### config.mk
export PLATFORM = sky130hd
export DESIGN_NAME = uart_core_param
export DESIGN_NICKNAME = d
export VERILOG_FILES = /design/src/rtl/uart_core_param.sv
export SDC_FILE = /design/constraint.sdc
export NUM_CORES = 1
export LEC_CHECK = 0
export CORE_ASPECT_RATIO = 0.9
export CORE_MARGIN = 3
export CORE_UTILIZATION = 25
export DETAILED_ROUTE_END_ITERATION = 8
export PLACE_DENSITY_LB_ADDON = 0.15
export SLEW_MARGIN = 0
export SYNTH_ARGS = -nofsm -noshare
export SYNTH_HDL_FRONTEND = slang
export SYNTH_SLANG_ARGS = --single-unit
### constraint.sdc
create_clock -name clk_100m -period 2.7 [get_ports clk_100m]
set_clock_uncertainty 0.15 [all_clocks]
set_input_delay 0.405 -clock clk_100m [delete_from_list [all_inputs] [get_ports clk_100m]]
set_output_delay 0.405 -clock clk_100m [all_outputs]
set_load 0.01 [all_outputs]
### src/rtl/uart_core_param.sv
// Parametrised full-duplex UART: shared baud tick, framed TX, and a 16x-oversampled RX
// with synchroniser, start-bit glitch rejection, sticky error flags and break hold-off.
module uart_core_param #(
    parameter int CLK_HZ     = 100000000,
    parameter int BAUD       = 115200,
    parameter int OVERSAMPLE = 16,
    parameter int DATA_BITS  = 8,
    parameter int PARITY     = 0,
    parameter int STOP_BITS  = 1
) (
    input  logic                 clk_100m,
    input  logic                 rst_n,
    input  logic [DATA_BITS-1:0] tx_data,
    input  logic                 tx_start,
    output logic                 tx_busy,
    output logic                 tx,
    input  logic                 rx,
    output logic [DATA_BITS-1:0] rx_data,
    output logic                 rx_ready,
    input  logic                 rx_ready_clr,
    output logic                 rx_frame_err,
    output logic                 rx_parity_err,
    output logic                 rx_overrun
);

    localparam int DIV_RAW = CLK_HZ / (BAUD * OVERSAMPLE);
    localparam int DIV     = (DIV_RAW < 1) ? 1 : DIV_RAW;
    localparam int DCW     = (DIV > 1) ? $clog2(DIV) : 1;
    localparam int OCW     = $clog2(OVERSAMPLE);
    localparam int BCW     = 4;

    localparam logic [DCW-1:0] DIV_LAST  = DCW'(DIV - 1);
    localparam logic [OCW-1:0] OS_LAST   = OCW'(OVERSAMPLE - 1);
    localparam logic [OCW-1:0] OS_HALF   = OCW'(OVERSAMPLE / 2 - 1);
    localparam logic [BCW-1:0] DATA_LAST = BCW'(DATA_BITS - 1);
    localparam logic [BCW-1:0] STOP_LAST = BCW'(STOP_BITS - 1);

    localparam logic [2:0] TX_IDLE  = 3'd0;
    localparam logic [2:0] TX_ARM   = 3'd1;
    localparam logic [2:0] TX_START = 3'd2;
    localparam logic [2:0] TX_DATA  = 3'd3;
    localparam logic [2:0] TX_PAR   = 3'd4;
    localparam logic [2:0] TX_STOP  = 3'd5;

    localparam logic [2:0] RX_IDLE  = 3'd0;
    localparam logic [2:0] RX_START = 3'd1;
    localparam logic [2:0] RX_DATA  = 3'd2;
    localparam logic [2:0] RX_PAR   = 3'd3;
    localparam logic [2:0] RX_STOP  = 3'd4;
    localparam logic [2:0] RX_BREAK = 3'd5;

    // Odd parity inverts the XOR so the total count of ones including the parity bit is odd.
    function automatic logic parity_calc(input logic [DATA_BITS-1:0] d);
        logic p;
        p = ^d;
        if (PARITY == 1) begin
            parity_calc = ~p;
        end else begin
            parity_calc = p;
        end
    endfunction

    logic [DCW-1:0]       div_cnt_r;
    logic                 tick_s;

    logic [2:0]           tx_state_r;
    logic [DATA_BITS-1:0] tx_shift_r;
    logic                 tx_par_r;
    logic [OCW-1:0]       tx_cnt_r;
    logic [BCW-1:0]       tx_bit_r;
    logic                 tx_r;
    logic                 tx_busy_r;
    logic                 tx_bit_end_s;

    logic                 rx_meta_r;
    logic                 rx_sync_r;
    logic [2:0]           rx_state_r;
    logic [DATA_BITS-1:0] rx_shift_r;
    logic                 rx_par_bit_r;
    logic [OCW-1:0]       rx_cnt_r;
    logic [BCW-1:0]       rx_bit_r;
    logic                 rx_bit_end_s;
    logic                 rx_half_s;
    logic                 rx_done_s;
    logic                 rx_par_err_s;
    logic [DATA_BITS-1:0] rx_data_r;
    logic                 rx_ready_r;
    logic                 rx_frame_err_r;
    logic                 rx_parity_err_r;
    logic                 rx_overrun_r;

    assign tick_s       = (div_cnt_r == DIV_LAST);
    assign tx_bit_end_s = tick_s && (tx_cnt_r == OS_LAST);
    assign rx_bit_end_s = tick_s && (rx_cnt_r == OS_LAST);
    assign rx_half_s    = tick_s && (rx_cnt_r == OS_HALF);
    assign rx_done_s    = (rx_state_r == RX_STOP) && rx_bit_end_s;

    // Parity mismatch of the frame currently being closed; never flagged when parity is off.
    always_comb begin
        rx_par_err_s = 1'b0;
        if (PARITY != 0) begin
            rx_par_err_s = (rx_par_bit_r != parity_calc(rx_shift_r));
        end else begin
            rx_par_err_s = 1'b0;
        end
    end

    // Free-running oversample tick divider shared by both directions.
    always_ff @(posedge clk_100m) begin
        if (!rst_n) begin
            div_cnt_r <= '0;
        end else if (div_cnt_r == DIV_LAST) begin
            div_cnt_r <= '0;
        end else begin
            div_cnt_r <= div_cnt_r + DCW'(1);
        end
    end

    // Transmit FSM; ARM holds the latched word until the next tick so the start bit is full length.
    always_ff @(posedge clk_100m) begin
        if (!rst_n) begin
            tx_state_r <= TX_IDLE;
            tx_shift_r <= '0;
            tx_par_r   <= 1'b0;
            tx_cnt_r   <= '0;
            tx_bit_r   <= '0;
            tx_r       <= 1'b1;
            tx_busy_r  <= 1'b0;
        end else begin
            if (tick_s) begin
                tx_cnt_r <= tx_bit_end_s ? '0 : tx_cnt_r + OCW'(1);
            end
            case (tx_state_r)
                TX_IDLE: begin
                    tx_r <= 1'b1;
                    if (tx_start && !tx_busy_r) begin
                        tx_shift_r <= tx_data;
                        tx_par_r   <= parity_calc(tx_data);
                        tx_busy_r  <= 1'b1;
                        tx_state_r <= TX_ARM;
                    end
                end
                TX_ARM: begin
                    if (tick_s) begin
                        tx_r       <= 1'b0;
                        tx_cnt_r   <= '0;
                        tx_state_r <= TX_START;
                    end
                end
                TX_START: begin
                    if (tx_bit_end_s) begin
                        tx_r       <= tx_shift_r[0];
                        tx_shift_r <= {1'b0, tx_shift_r[DATA_BITS-1:1]};
                        tx_bit_r   <= '0;
                        tx_state_r <= TX_DATA;
                    end
                end
                TX_DATA: begin
                    if (tx_bit_end_s) begin
                        if (tx_bit_r == DATA_LAST) begin
                            tx_bit_r <= '0;
                            if (PARITY != 0) begin
                                tx_r       <= tx_par_r;
                                tx_state_r <= TX_PAR;
                            end else begin
                                tx_r       <= 1'b1;
                                tx_state_r <= TX_STOP;
                            end
                        end else begin
                            tx_r       <= tx_shift_r[0];
                            tx_shift_r <= {1'b0, tx_shift_r[DATA_BITS-1:1]};
                            tx_bit_r   <= tx_bit_r + BCW'(1);
                        end
                    end
                end
                TX_PAR: begin
                    if (tx_bit_end_s) begin
                        tx_r       <= 1'b1;
                        tx_bit_r   <= '0;
                        tx_state_r <= TX_STOP;
                    end
                end
                TX_STOP: begin
                    if (tx_bit_end_s) begin
                        if (tx_bit_r == STOP_LAST) begin
                            tx_busy_r  <= 1'b0;
                            tx_state_r <= TX_IDLE;
                        end else begin
                            tx_bit_r <= tx_bit_r + BCW'(1);
                        end
                    end
                end
                default: begin
                    tx_r       <= 1'b1;
                    tx_busy_r  <= 1'b0;
                    tx_state_r <= TX_IDLE;
                end
            endcase
        end
    end

    // Two-flop synchroniser for the asynchronous line; idles high.
    always_ff @(posedge clk_100m) begin
        if (!rst_n) begin
            rx_meta_r <= 1'b1;
            rx_sync_r <= 1'b1;
        end else begin
            rx_meta_r <= rx;
            rx_sync_r <= rx_meta_r;
        end
    end

    // Receive FSM; samples at bit centres, and after a low stop bit holds in BREAK until the line idles.
    always_ff @(posedge clk_100m) begin
        if (!rst_n) begin
            rx_state_r   <= RX_IDLE;
            rx_shift_r   <= '0;
            rx_par_bit_r <= 1'b0;
            rx_cnt_r     <= '0;
            rx_bit_r     <= '0;
        end else begin
            if (tick_s) begin
                rx_cnt_r <= rx_bit_end_s ? '0 : rx_cnt_r + OCW'(1);
            end
            case (rx_state_r)
                RX_IDLE: begin
                    rx_cnt_r <= '0;
                    if (!rx_sync_r) begin
                        rx_state_r <= RX_START;
                    end
                end
                RX_START: begin
                    if (rx_half_s) begin
                        rx_cnt_r <= '0;
                        rx_bit_r <= '0;
                        rx_state_r <= rx_sync_r ? RX_IDLE : RX_DATA;
                    end
                end
                RX_DATA: begin
                    if (rx_bit_end_s) begin
                        rx_shift_r <= {rx_sync_r, rx_shift_r[DATA_BITS-1:1]};
                        if (rx_bit_r == DATA_LAST) begin
                            rx_state_r <= (PARITY != 0) ? RX_PAR : RX_STOP;
                        end else begin
                            rx_bit_r <= rx_bit_r + BCW'(1);
                        end
                    end
                end
                RX_PAR: begin
                    if (rx_bit_end_s) begin
                        rx_par_bit_r <= rx_sync_r;
                        rx_state_r   <= RX_STOP;
                    end
                end
                RX_STOP: begin
                    if (rx_bit_end_s) begin
                        rx_state_r <= rx_sync_r ? RX_IDLE : RX_BREAK;
                    end
                end
                RX_BREAK: begin
                    rx_cnt_r <= '0;
                    if (rx_sync_r) begin
                        rx_state_r <= RX_IDLE;
                    end
                end
                default: begin
                    rx_state_r <= RX_IDLE;
                end
            endcase
        end
    end

    // Sticky status; a completing frame takes priority over a simultaneous clear.
    always_ff @(posedge clk_100m) begin
        if (!rst_n) begin
            rx_data_r       <= '0;
            rx_ready_r      <= 1'b0;
            rx_frame_err_r  <= 1'b0;
            rx_parity_err_r <= 1'b0;
            rx_overrun_r    <= 1'b0;
        end else if (rx_done_s) begin
            rx_data_r       <= rx_shift_r;
            rx_ready_r      <= 1'b1;
            rx_overrun_r    <= (rx_ready_clr ? 1'b0 : rx_overrun_r) | rx_ready_r;
            rx_frame_err_r  <= (rx_ready_clr ? 1'b0 : rx_frame_err_r) | ~rx_sync_r;
            rx_parity_err_r <= (rx_ready_clr ? 1'b0 : rx_parity_err_r) | rx_par_err_s;
        end else if (rx_ready_clr) begin
            rx_ready_r      <= 1'b0;
            rx_frame_err_r  <= 1'b0;
            rx_parity_err_r <= 1'b0;
            rx_overrun_r    <= 1'b0;
        end else begin
            rx_ready_r      <= rx_ready_r;
        end
    end

    assign tx            = tx_r;
    assign tx_busy       = tx_busy_r;
    assign rx_data       = rx_data_r;
    assign rx_ready      = rx_ready_r;
    assign rx_frame_err  = rx_frame_err_r;
    assign rx_parity_err = rx_parity_err_r;
    assign rx_overrun    = rx_overrun_r;

endmodule

==> out/qor.csv, run 1 <==
stage,metric,value,unit
sta,Worst slew margin,57.8,%
global_route,largest net degree at the start of global routing,24,
pwr,maximum vdd drop,0.000284,V
synthesis,Synth Warn #,0,
placement,Place WS,0.383,ns
synthesis,Synth Area in Simple Gates,25.3,%
worst_setup_path,Reg-to-Reg End,tx_shift_r[7],
global_route,global-route wire length before repair,11500,microns
global_route,GRT Overall Usage,10.7,%
cells_and_area,diode count,0,
placement,post-DP HPWL,4550,microns
clock_tree,clock-pin slew on the worst setup and hold paths,0.05,ns
global_route,vias in the first global route,2312,
synthesis,most frequent cell after synthesis,dfxtp_1,
synthesis,Yosys cell types,59,
routing,DRC violations left,0,
pwr,P_sw,0.540,mW
global_route,met3 usage,2.96,%
cells_and_area,Non-Filler Instances,529,
sta,Fin. Hold Viols,0,
routing,DR pass1 iterations,4,
synthesis,Adder-Cell Fraction of Synth Area,3.81,%
routing,final WL,6620,microns
cells_and_area,final net count,390,
pwr,switching share of power,25.2,%
synthesis,largest family of logic cells by synthesized area,simple AND/OR/NAND/NOR gates,
run_status,status,finished clean,
worst_setup_path,crit path max fanout,16,
global_route,GR Util met2,15.1,%
synthesis,ys async rst share,0,%
synthesis,"top cells by area, synth","dfxtp_1 40%, mux2i_1 6.8%, a21oi_1 6.3%",
pwr,leak pwr,1.31,nW
placement,placed insts,513,
cells_and_area,share of layout cells above drive strength 1,9.65,%
floorplan,die width,121,microns
synthesis,"Seq/Total Area, Yosys",39.9,%
routing,vias,2474,
worst_setup_path,startpoint types,flip-flop,
cells_and_area,Syn-to-layout area delta,23.8,%
global_route,Overflow after GRT,0,
floorplan,die area,13200,sq um
pwr,Int Power,1.60,mW
flow_run,Max-cap violations,0,
clock_tree,CTS Sinks,59,
pwr,power share of the clock group,49.0,%
sta,setup ws final,0.340,ns
synthesis,Post-Synth XOR/XNOR Area,1.78,%
global_route,met1 usage,15.4,%
pwr,Comb power frac,8.1,%
sta,"Min Clock Period, post-route",2.36,ns
routing,Via density,4.68,
sta,Final period util,87.4,%
global_route,initial antenna violation count,0,
worst_setup_path,Critical Path Sink,tx_shift_r[7],
clock_tree,CTS tree,yes,
floorplan,io pins,27,
routing,Routed WL per cell,12.5,microns
min_path,Hold Path Class,reg2reg,
worst_setup_path,CP arrival,2.47,ns
synthesis,Yosys reg bits,59,
pwr,Final Power,2.14,mW
routing,final antenna-violating net count,0,
clock_tree,buffer depth of the longest clock path,2,
floorplan,std cell rows,37,
sta,total negative slack,0,ns
sta,measured slew at the worst slew-check pin,0.634,ns
worst_setup_path,r2r setup slk,0.34,ns
worst_setup_path,CP required,2.81,ns
placement,PortBufs,25,
synthesis,Synth Area in Compound Gates,17.3,%
clock_tree,Num CTS Buffers,9,
synthesis,Post-Syn Nets,365,
sta,count of final max-slew check failures,0,
synthesis,commonest cells in the netlist,"59 x dfxtp_1, 37 x a21oi_1, 35 x nor2_1, 27 x nand2_1, 20 x mux2i_1",
sta,unrepaired setup endpoints after global routing,no,
routing,DR iter-0 viols,134,
clock_tree,root buf cell,clkbuf_16,
worst_setup_path,Critical Setup Path Class,reg2reg,
sta,Max Clk Rate,424,MHz
floorplan,initial core utilization,25.8,%
synthesis,Synth top area share,39.9,%
clock_tree,Hold Buf Count CTS,0,
synthesis,Post-synth EDFFs,0,
clock_tree,clock latency on the worst-skew pair,0.33,ns
placement,routability cong.,0.735,
synthesis,commonest register cell after synthesis,dfxtp_1,
worst_setup_path,R2R cell count,6,
pwr,P per Cell Area,585,nW/um^2
floorplan,Die H,109,microns
floorplan,core area,11500,sq um
synthesis,mux share of post-synthesis cell area,7.53,%
synthesis,cell area after synthesis,2960,sq um
worst_setup_path,CP endpoint kind,flip-flop,
synthesis,Synth Instances,343,
global_route,GR peak layer,met1,
pwr,Sequential Power Share,42.9,%
sta,final setup vio count,0,
clock_tree,post-CTS sizing,0,
synthesis,synthesized area per cell,8.62,sq um
clock_tree,H-tree depth,3,
synthesis,dominant cell type by area after synthesis,dfxtp_1,
clock_tree,Post-CTS Setup Inserts,0,
[logic make-up (layout without fill, tap and decap cells)]
logic type                 count (synthesis)  after routing
other                                      1              1
DFF                                       59             59
xor gates and xnor gates                   6              6
muxes                                     22             22
AOI/OAI and AO/OA                         82             82
buffers and inverters                     30             60
and+or+nand+nor                          134            134
adders and majority gates                  9              9
[placed cells by master (no fill, tap or decap), drive strengths merged, types with 3 or more instances in the layout]
cell	Yosys	routed
xnor2	4	4
o211ai	3	3
and2	3	3
a21oi	37	37
nand3b	5	5
clkinv	1	4
clkinvlp	0	3
ha	9	9
a31oi	4	4
nor3	3	3
or3	7	7
dfxtp	59	59
o31ai	4	4
clkbuf	15	9
nand3	19	19
clkdlybuf4s50	0	25
nor3b	6	6
mux2i	20	20
nand2	27	27
o21ai	13	13
nand2b	7	7
inv	9	10
nor2	35	35
nor2b	5	5
o21a	3	3
buf	5	9
[metal layers]
| metal | vias up | wire length, microns | share of wire, % |
|---|---|---|---|
| met5 | - | 0 | 0 |
| met4 | 0 | 113 | 1.7 |
| met3 | 9 | 231 | 3.5 |
| met2 | 31 | 2690 | 41 |
| met1 | 1146 | 3580 | 54 |
| li1 | 1288 | - | - |
[worst min path at each step]
| stage | from | depth (start not counted) | endpoint | slack, ns |
|---|---|---|---|---|
| global placement | rx_meta_r | 1 | rx_sync_r | 0.26 |
| detailed placement | rx_meta_r | 1 | rx_sync_r | 0.25 |
| CTS | rx_meta_r | 1 | rx_sync_r | 0.27 |
| global route | rx_meta_r | 1 | rx_sync_r | 0.31 |
| floorplan | rx_meta_r | 1 | rx_sync_r | 0.24 |
| finish | rx_meta_r | 1 | rx_sync_r | 0.27 |
[critical path: stages, from the launching register on]
cell and delay [ns]:
dfxtp_1 0.37, ha_1 0.21, nand3_1 0.22, nor3_4 0.30, a32oi_2 0.33, or4b_1 0.56
a21oi_1 0.14
[power by group through the flow]
| stage | Combinational (mW) | Clock, mW | Sequential [mW] |
|---|---|---|---|
| detailed placement | 0.174 | 0 | 0.938 |
| floorplan | 0.136 | 0 | 0.924 |
| CTS | 0.176 | 1.09 | 0.919 |
| global route | 0.195 | 1.13 | 0.923 |
| global placement | 0.175 | 0 | 0.937 |
| finish | 0.174 | 1.05 | 0.919 |
[cell type report]
class	instances	area, sq um
fill	1229	7820
multi-input combinational	254	1650
sequential	59	1180
timing repair buffer	34	318
clock buffer	9	225
tap	156	195
clock inverter	7	53.8
inverter	10	37.5
[state kept, by name, summed over array words and instances (netlist names), named ones only]
name and cells:
rx_sync_r 1, tx 1, tx_bit_r 4, rx_data 8
tx_busy 1, rx_overrun 1, rx_state_r 3, tx_shift_r 8
rx_cnt_r 4, rx_meta_r 1, tx_state_r 3, rx_bit_r 4
div_cnt_r 6, rx_frame_err 1, rx_ready 1, rx_shift_r 8
[per-stage QoR]
stage	util, %	cell area, sq um	hold WS, ns
3_3_place_gp	29.5	3380	0.259
2_1_floorplan	-	2960	0.236
3_5_place_dp	29.5	3380	0.255
5_1_grt	31.9	3660	0.310
4_1_cts	31.9	3660	0.270
6_report	31.9	3660	0.267
Note: power is estimated with default switching activity, not from simulation.
==> run 2: changes to the inputs <==
CORE_UTILIZATION = 30   (was 25)
==> run 2 against run 1 <==
Net effect:
- combinational power is essentially flat
- worst setup slack gained 0.022 ns
- global-route usage grew 1.9 points
- largest power group unchanged
- critical path depth is the same
- design area shrank 2.2%
- wire length shrank 0.29%
- sequential cell count is the same
- clock power is essentially flat
- core utilization grew 6.3 points
==> out/qor.csv, run 2 (synthesis results as in run 1) <==
stage,metric,value,unit
sta,Final period util,86.6,%
placement,placed insts,478,
clock_tree,Post-CTS Setup Inserts,0,
routing,final WL,6600,microns
pwr,power share of the clock group,48.3,%
min_path,worst hold start,rx_meta_r,
min_path,Hold Path Class,reg2reg,
worst_setup_path,Reg-to-Reg End,tx_shift_r[7],
sta,"Min Clock Period, post-route",2.34,ns
sta,final setup vio count,0,
worst_setup_path,crit-path cells,"ha_1, nand3_1, nor3_4, a32oi_2, or4b_1, a21oi_1",
sta,count of final max-slew check failures,0,
sta,Max Clk Rate,428,MHz
floorplan,die area,11100,sq um
placement,post-DP HPWL,4460,microns
sta,measured slew at the worst slew-check pin,0.680,ns
worst_setup_path,CP required,2.82,ns
routing,DR pass1 iterations,4,
worst_setup_path,Slowest cell on crit path,or4b_1,
worst_setup_path,CP arrival,2.46,ns
cells_and_area,Fill cells,962,
pwr,leak pwr,1.30,nW
floorplan,std cell rows,33,
floorplan,core area,9370,sq um
worst_setup_path,Worst Path Buf+Inv,0,
global_route,largest net degree at the start of global routing,26,
worst_setup_path,r2r setup slk,0.36,ns
min_path,sink of the worst hold path,rx_sync_r,
floorplan,die width,111,microns
clock_tree,H-tree depth,3,
pwr,switching share of power,24.3,%
routing,vias,2485,
cells_and_area,diode count,0,
clock_tree,CTS Sinks,59,
pwr,maximum vdd drop,0.000272,V
placement,Place WS,0.389,ns
worst_setup_path,R2R cell count,6,
pwr,P_sw,0.512,mW
placement,PortBufs,25,
run_status,status,finished clean,
worst_setup_path,Critical Setup Path Class,reg2reg,
routing,final antenna-violating net count,0,
floorplan,Die H,100,microns
cells_and_area,"most common cell after layout, fill and taps aside",dfxtp_1,
routing,DRC violations left,0,
floorplan,initial core utilization,31.6,%
cells_and_area,final core occ,38.2,%
pwr,P per Cell Area,589,nW/um^2
cells_and_area,"commonest cells after routing, fill and taps aside","59 x dfxtp_1, 37 x a21oi_1, 35 x nor2_1, 27 x nand2_1, 25 x clkdlybuf4s50_1",
routing,DR iter-0 viols,153,
cells_and_area,fin area,3580,sq um
sta,Worst slew margin,54.5,%
clock_tree,root buf cell,clkbuf_8,
cells_and_area,Non-Filler Instances,494,
worst_setup_path,largest delay contributor family on the critical path,simple AND/OR/NAND/NOR gates,
min_path,hold path depth,1,
cells_and_area,Syn-to-layout area delta,21.1,%
sta,unrepaired setup endpoints after global routing,no,
worst_setup_path,CP peak stage delay,0.55,ns
global_route,vias in the first global route,2372,
flow_run,Max-cap violations,0,
sta,total negative slack,0,ns
global_route,initial antenna violation count,0,
worst_setup_path,crit path max fanout,16,
cells_and_area,share of layout cells above drive strength 1,9.41,%
global_route,global-route wire length before repair,11500,microns
global_route,Overflow after GRT,0,
sta,setup ws final,0.362,ns
clock_tree,CTS tree,yes,
worst_setup_path,startpoint types,flip-flop,
clock_tree,buffer depth of the longest clock path,2,
routing,Routed WL per cell,13.4,microns
routing,Via density,5.03,
clock_tree,Hold Buf Count CTS,0,
sta,Fin. Hold Viols,0,
placement,Placed Area,3330,sq um
placement,routability cong.,0.748,
pwr,Int Power,1.60,mW
clock_tree,Num CTS Buffers,9,
pwr,Sequential Power Share,43.5,%
clock_tree,clock-pin slew on the worst setup and hold paths,0.07,ns
floorplan,io pins,27,
cells_and_area,final net count,389,
worst_setup_path,CP endpoint kind,flip-flop,
pwr,Comb power frac,8.2,%
clock_tree,post-CTS sizing,0,
clock_tree,clock latency on the worst-skew pair,0.34,ns
global_route,GRT Overall Usage,12.7,%
[run 2: per-layer routing]
metal	track usage (%)	up-vias	wire [microns]
met1	17.2	1158	3510
met5	0	-	0
met2	19.2	36	2790
li1	-	1283	-
met3	4.46	8	223
met4	3.41	0	72
[run 2: area by class of cell]
cell class | count | area, sq um | share of cell area (%)
multi-input combinational | 254 | 1650 | 46.1
sequential | 59 | 1180 | 33.0
timing repair buffer | 33 | 310 | 8.66
tap | 122 | 153 | 4.26
clock inverter | 7 | 125 | 3.49
clock buffer | 9 | 124 | 3.46
inverter | 10 | 37.5 | 1.05
[run 2: through the flow]
step                      hold slack (ns)  power [mW]
after floorplan                     0.236        1.06
after detailed placement            0.254        1.11
after global routing                0.293        2.22
after global placement              0.259        1.11
after CTS                           0.272        2.15
final                               0.265        2.11
[run 2: worst max path at each step]
stage	cells after the start	slack, ns	end	start
detailed placement	6	0.39	tx_shift_r[7]	div_cnt_r[0]
global route	6	0.17	tx_shift_r[7]	div_cnt_r[0]
finish	6	0.36	tx_shift_r[7]	flip-flop
global placement	6	0.46	tx_shift_r[7]	div_cnt_r[0]
CTS	6	0.36	tx_shift_r[7]	div_cnt_r[0]
floorplan	7	0.69	tx_shift_r[2]	div_cnt_r[0]
[run 2: worst register-to-register path, cell delays in order, from the launching register on]
cell and delay [ns]:
dfxtp_1 0.38, ha_1 0.21, nand3_1 0.22, nor3_4 0.29
a32oi_2 0.33, or4b_1 0.55, a21oi_1 0.14
[run 2: power by group through the flow]
stage,logic [mW],clock network [mW],registers [mW]
2_1_floorplan,0.136,0,0.924
3_3_place_gp,0.176,0,0.937
3_5_place_dp,0.175,0,0.938
4_1_cts,0.176,1.05,0.918
5_1_grt,0.196,1.10,0.923
6_report,0.174,1.02,0.918
